$ cat config.mk
export PLATFORM = sky130hd
export DESIGN_NAME = serial_subtractor
export DESIGN_NICKNAME = d
export VERILOG_FILES = /design/src/rtl/serial_sub_pkg.sv /design/src/rtl/serial_subtractor_fullsubtractor.sv /design/src/rtl/serial_subtractor.sv
export SDC_FILE = /design/constraint.sdc
export NUM_CORES = 1
export LEC_CHECK = 0
export ABC_AREA = 1
export CAP_MARGIN = 10
export CORE_UTILIZATION = 53
export CTS_CLUSTER_DIAMETER = 60
export DETAILED_ROUTE_END_ITERATION = 8
export GPL_TIMING_DRIVEN = 0
export HOLD_SLACK_MARGIN = 0.08
export MAX_ROUTING_LAYER = met4
export PLACE_DENSITY_LB_ADDON = 0.05
export SETUP_SLACK_MARGIN = 0.4
export SKIP_CTS_REPAIR_TIMING = 1
export SYNTH_ARGS = -nofsm -noshare
export SYNTH_HDL_FRONTEND = slang
export SYNTH_SLANG_ARGS = --single-unit
$ cat constraint.sdc
create_clock -name clk -period 2.8 [get_ports clk]
set_input_delay 0.7 -clock clk [delete_from_list [all_inputs] [get_ports clk]]
set_output_delay 0.7 -clock clk [all_outputs]
set_load 0.005 [all_outputs]
$ cat src/rtl/serial_sub_pkg.sv
// Shared types and constants for the bit-serial subtractor.
// Holds the FSM state encoding, the default width and the counter-width helper.
package serial_sub_pkg;

  localparam int SUB_WIDTH = 4;

  typedef logic [1:0] state_t;

  localparam state_t ST_IDLE  = 2'd0;
  localparam state_t ST_SHIFT = 2'd1;
  localparam state_t ST_DONE  = 2'd2;

  // Wide enough to count 0..w without wrapping.
  function automatic int cnt_width(input int w);
    return $clog2(w + 1);
  endfunction

endpackage

$ cat src/rtl/serial_subtractor_fullsubtractor.sv
// Combinational 1-bit full subtractor: d = a - b - bi, bo = borrow out.
// Ports: a, b, bi (inputs); d, bo (outputs).
module fullsubtractor (
  input  logic a,
  input  logic b,
  input  logic bi,
  output logic d,
  output logic bo
);

  assign d  = a ^ b ^ bi;
  assign bo = (~a & b) | (~(a ^ b) & bi);

endmodule

$ cat src/rtl/serial_subtractor.sv
// Bit-serial a - b - bi, LSB first, one bit per clock, start/done handshake.
// Ports: clk, rst, start, a, b, bi -> busy, done, d, bo [, ovf with SERIAL_SUB_OVF_EN].
module serial_subtractor
  import serial_sub_pkg::*;
#(
  parameter int WIDTH = SUB_WIDTH
) (
  input  logic             clk,
  input  logic             rst,
  input  logic             start,
  input  logic [WIDTH-1:0] a,
  input  logic [WIDTH-1:0] b,
  input  logic             bi,
  output logic             busy,
  output logic             done,
  output logic [WIDTH-1:0] d,
  output logic             bo
`ifdef SERIAL_SUB_OVF_EN
  ,
  output logic             ovf
`endif
);

  localparam int CW = cnt_width(WIDTH);
  localparam logic [CW-1:0] LAST = CW'(WIDTH - 1);

  state_t           state;
  logic [WIDTH-1:0] a_sh;
  logic [WIDTH-1:0] b_sh;
  logic [WIDTH-1:0] res;
  logic [CW-1:0]    cnt;
  logic             br;
  logic             dbit;
  logic             br_nxt;
  logic [WIDTH-1:0] res_nxt;

  fullsubtractor u_fs (
    .a  (a_sh[0]),
    .b  (b_sh[0]),
    .bi (br),
    .d  (dbit),
    .bo (br_nxt)
  );

  assign res_nxt = {dbit, res[WIDTH-1:1]};
  assign busy    = (state == ST_SHIFT);
  assign done    = (state == ST_DONE);

  always_ff @(posedge clk) begin
    if (rst) begin
      state <= ST_IDLE;
      a_sh  <= '0;
      b_sh  <= '0;
      res   <= '0;
      cnt   <= '0;
      br    <= 1'b0;
      d     <= '0;
      bo    <= 1'b0;
`ifdef SERIAL_SUB_OVF_EN
      ovf   <= 1'b0;
`endif
    end else begin
      case (state)
        ST_SHIFT: begin
          a_sh <= a_sh >> 1;
          b_sh <= b_sh >> 1;
          res  <= res_nxt;
          br   <= br_nxt;
          cnt  <= cnt + 1'b1;
          // Publish on the last bit so results appear in the DONE cycle.
          if (cnt == LAST) begin
            state <= ST_DONE;
            d     <= res_nxt;
            bo    <= br_nxt;
`ifdef SERIAL_SUB_OVF_EN
            // br is the borrow into the MSB here.
            ovf   <= br ^ br_nxt;
`endif
          end
        end
        default: begin
          // IDLE and DONE both accept a new request.
          if (start) begin
            state <= ST_SHIFT;
            a_sh  <= a;
            b_sh  <= b;
            br    <= bi;
            cnt   <= '0;
          end else begin
            state <= ST_IDLE;
          end
        end
      endcase
    end
  end

endmodule

==> tab_implementation.tex <==
\begin{tabular}{lr}
\hline
Metric & Value \\
\hline
\multicolumn{2}{l}{\textbf{GRT}} \\
\quad Remaining Overflow, GRT & 0 \\
\quad Vias in the first global route & approximately 830 \\
\quad Total global-route track usage & about a quarter \\
\quad Initial antenna violation count & 0 \\
\quad Pin count of the biggest net entering global routing & 12 \\
\quad Global-route wire length before repair & around 3400 um \\
\multicolumn{2}{l}{\textbf{Cells and area}} \\
\quad Diodes inserted & 0 \\
\quad Filler cell count in the final layout & 158 \\
\quad Area of all placed cells without fillers & approximately 0.0012 sq mm \\
\quad Layout overhead on the synthesized area & 26.9\% \\
\quad Final net count & 180 \\
\quad Proportion of layout cells with a drive suffix above 1 & under 10\% \\
\multicolumn{2}{l}{\textbf{Place}} \\
\quad Detail Placement HPWL & between 1000 and 1500 um \\
\quad Placer's final routability congestion estimate & 0.763 \\
\quad Placed Instance Area & between 0.001 and 0.0015 sq mm \\
\quad Quantity of I/O buffers inserted on ports & 18 \\
\multicolumn{2}{l}{\textbf{Logic synthesis}} \\
\quad Synthesized flop and latch total & 22 \\
\quad Async set-reset flop share out of synthesis & 0\% \\
\quad Main combinational cell family by area after synthesis & simple AND/OR/NAND/NOR gates \\
\quad Fraction of the mapped netlist area in adder cells & under 10\% \\
\quad Count of distinct cell types in the synthesized netlist & 18 \\
\quad Dominant cells by area after synthesis & sky130\_fd\_sc\_hd\_\_dfxtp\_1 45\%, sky130\_fd\_sc\_hd\_\_nand2\_1 13\%, sky130\_fd\_sc\_hd\_\_nand3\_1 13\% \\
\quad Cell with the most instances after synthesis & sky130\_fd\_sc\_hd\_\_nand2\_1 \\
\quad Fraction of synthesized area in multiplexers & 0\% \\
\quad Simple-gate share of the synthesized area & about a third \\
\quad Area share of the largest cell type after synthesis & around 45\% \\
\quad Fraction of synthesized cell area in xor and xnor cells & 0\% \\
\quad Primary flip-flop cell chosen by synthesis mapping & sky130\_fd\_sc\_hd\_\_dfxtp\_1 \\
\quad Number of enable-type register cells in the synthesized netlist & 0 \\
\quad Net count of the mapped netlist & $\sim$150 \\
\quad Netlist area before placement & $\sim$1000 sq um \\
\quad Number of standard cells after synthesis & approximately 140 \\
\quad Mean area per synthesized cell & between 7 and 8 sq um \\
\quad Synth Area in Compound Gates & 7.65\% \\
\quad Synth Warn \# & 0 \\
\quad Cell types with the highest counts after synthesis & 35 x sky130\_fd\_sc\_hd\_\_nand2\_1, 25 x sky130\_fd\_sc\_hd\_\_nand3\_1, 22 x sky130\_fd\_sc\_hd\_\_dfxtp\_1 \\
\quad Biggest area consumer among synthesized cells & sky130\_fd\_sc\_hd\_\_dfxtp\_1 \\
\quad Share of synthesized area occupied by flip-flops and latches & 44.9\% \\
\multicolumn{2}{l}{\textbf{Power and ir drop}} \\
\quad Power density over the cells & 462 mW/mm\^{}2 \\
\quad Maximum vdd ir drop & slightly below 300 uV \\
\quad Overall power consumption & 0.575 mW \\
\quad Leakage power summed over all cells & approximately 0.55 nW \\
\multicolumn{2}{l}{\textbf{Detailed routing}} \\
\quad Average via count per standard cell & $\sim$5.0 \\
\quad Final wirelength & 1980 um \\
\quad Antenna violation net count after detailed routing & 0 \\
\quad Starting DRC count in detailed routing & 23 \\
\quad DRC viols & 0 \\
\quad Routed len/inst & around 11 um \\
\quad Via total after detailed routing & roughly 950 \\
\quad Initial DRT Pass Iterations & 4 \\
\multicolumn{2}{l}{\textbf{CTS}} \\
\quad Clock root cell & sky130\_fd\_sc\_hd\_\_clkbuf\_4 \\
\quad Number of buffers added by the clock tree synthesis step & 3 \\
\quad CTS tree & yes \\
\quad Sink count of the clock tree & 22 \\
\quad Clock edge transition at the registers on the reported setup and hold paths & about 110 ps \\
\quad CTS H-Tree Depth & 1 \\
\quad Source-to-sink clock delay at the later pin of the worst-skew pair & $\sim$290 ps \\
\quad Number of buffers on the longest clock path & 2 \\
\multicolumn{2}{l}{\textbf{Min path}} \\
\quad Min-delay worst type & reg2reg \\
\multicolumn{2}{l}{\textbf{STA}} \\
\quad Number of pins exceeding their max-slew limit in the final report & 0 \\
\quad Setup repair after global routing missed its margin & no \\
\quad Post-layout minimum cycle time & between 2000 and 2500 ps \\
\quad Transition at the pin with the smallest max-transition slack & approximately 440 ps \\
\quad Remaining max-slew budget at the tightest pin & a little over two thirds \\
\quad Final setup violation count & 0 \\
\quad Largest clock skew in the final design & about 3.7 ps \\
\quad Share of the clock period used by the worst path after layout & between 80 and 90\% \\
\quad Fmax & approximately 0.44 GHz \\
\quad Final hold violations & 0 \\
\quad Setup TNS & 0 ps \\
\multicolumn{2}{l}{\textbf{Flow run}} \\
\quad Max-capacitance violation count & 0 \\
\multicolumn{2}{l}{\textbf{Floorplan}} \\
\quad Placeable core area & between 0.0015 and 0.002 sq mm \\
\quad Width of the die & 45.0 um \\
\quad Top-Level Pins & 19 \\
\quad Die Footprint & 0.00203 sq mm \\
\quad Die span in y & 45.0 um \\
\quad Initial standard-cell utilization of the core & between 50\% and 60\% \\
\quad Number of core rows & 15 \\
\multicolumn{2}{l}{\textbf{Worst setup path}} \\
\quad Maximum net fanout on the critical path & 10 \\
\quad Critical path arrival & roughly 1600 ps \\
\quad Critical Setup Path Class & reg2out \\
\quad Setup crit end kind & output pin \\
\quad Required time of the critical path & between 2000 and 2500 ps \\
\quad Worst setup SP type & register \\
\multicolumn{2}{l}{\textbf{Status}} \\
\quad Outcome & completed \\
\hline
\end{tabular}
[flip-flops by register name, summed over array words and instances, names as in the netlist]
name	count
a_sh	4
b_sh	4
bo	1
br	1
cnt	3
d	4
res	3
state	2
[worst paths after layout]
path | cells past startpoint | slack [ps] | endpoint | from
worst max-delay path | 4 | 540 | busy | state[0]
worst min-delay path | 2 | 470 | a_sh[3] | a_sh[3]
worst max register to register | 6 | 1470 | d[2] | cnt[0]
worst min register to register | 2 | 470 | a_sh[3] | a_sh[3]
[area by class of cell]
cell class	count	area, sq um	share of cell area (%)
plain buffers	7	35.0	2.81
well taps	25	31.3	2.51
repair buffers	22	210	16.9
multi-input cells	93	445	35.8
inverters	16	60.1	4.82
flip-flops and latches	22	440	35.4
clock buffers	3	22.5	1.81
[worst max-delay path, stage by stage (launching register included)]
cell	delay, ps
sky130_fd_sc_hd__dfxtp_1	320
sky130_fd_sc_hd__buf_2	210
sky130_fd_sc_hd__inv_2	60
sky130_fd_sc_hd__nor2_4	150
sky130_fd_sc_hd__clkdlybuf4s50_1	510
[cells in the final DEF (no fill, tap or decap)]
| cell type | Yosys | layout |
|---|---|---|
| sky130_fd_sc_hd__buf_4 | 2 | 6 |
| sky130_fd_sc_hd__clkdlybuf4s50_1 | 0 | 18 |
| sky130_fd_sc_hd__nand3_1 | 25 | 25 |
| sky130_fd_sc_hd__nor3_1 | 1 | 1 |
| sky130_fd_sc_hd__clkbuf_4 | 0 | 3 |
| sky130_fd_sc_hd__nor2_1 | 12 | 12 |
| sky130_fd_sc_hd__a21oi_1 | 11 | 11 |
| sky130_fd_sc_hd__o21ai_0 | 1 | 1 |
| sky130_fd_sc_hd__inv_1 | 14 | 14 |
| sky130_fd_sc_hd__inv_2 | 2 | 2 |
| sky130_fd_sc_hd__nor2_4 | 1 | 1 |
| sky130_fd_sc_hd__nand3b_1 | 1 | 1 |
| sky130_fd_sc_hd__o21ai_1 | 3 | 3 |
| sky130_fd_sc_hd__ha_1 | 2 | 2 |
| sky130_fd_sc_hd__nand2_1 | 35 | 35 |
| sky130_fd_sc_hd__dfxtp_1 | 22 | 22 |
| sky130_fd_sc_hd__buf_1 | 1 | 1 |
| sky130_fd_sc_hd__clkbuf_1 | 3 | 3 |
| sky130_fd_sc_hd__fa_1 | 1 | 1 |
| sky130_fd_sc_hd__buf_2 | 1 | 1 |
[layer usage]
metal,wire [um],track usage (%),up-vias,part of all wire [%]
met4,27,9.09,0,1.4
li1,-,-,487,-
met5,0,-,-,0
met3,81,3.60,4,4.1
met1,913,27.3,434,46
met2,953,40.3,24,48
[stage by stage]
stage / setup WS [ps] / instances / utilization [%] / hold slack, ps
detailed placement: 813 / 181 / 69.1 / 458
CTS: 473 / 184 / 70.4 / 476
global placement: 808 / 181 / 69.1 / 452
finish: 540 / 188 / 72.1 / 472
global route: 435 / 188 / 72.1 / 500
floorplan: 1440 / 138 / - / 438
[power by group]
part | leakage, nW | internal (mW) | switching (mW)
combinational | 0.359 | 0.0485 | 0.0502
sequential | 0.180 | 0.330 | 0.00963
clock | 0.0138 | 0.0501 | 0.0872
[cells by family after synthesis]
| kind of cell | after synthesis |
|---|---|
| compound gates | 15 |
| flops | 22 |
| simple gates | 75 |
| buf+inv | 23 |
| fa+ha+maj | 3 |
No activity file was read; power rests on OpenSTA's default activity.
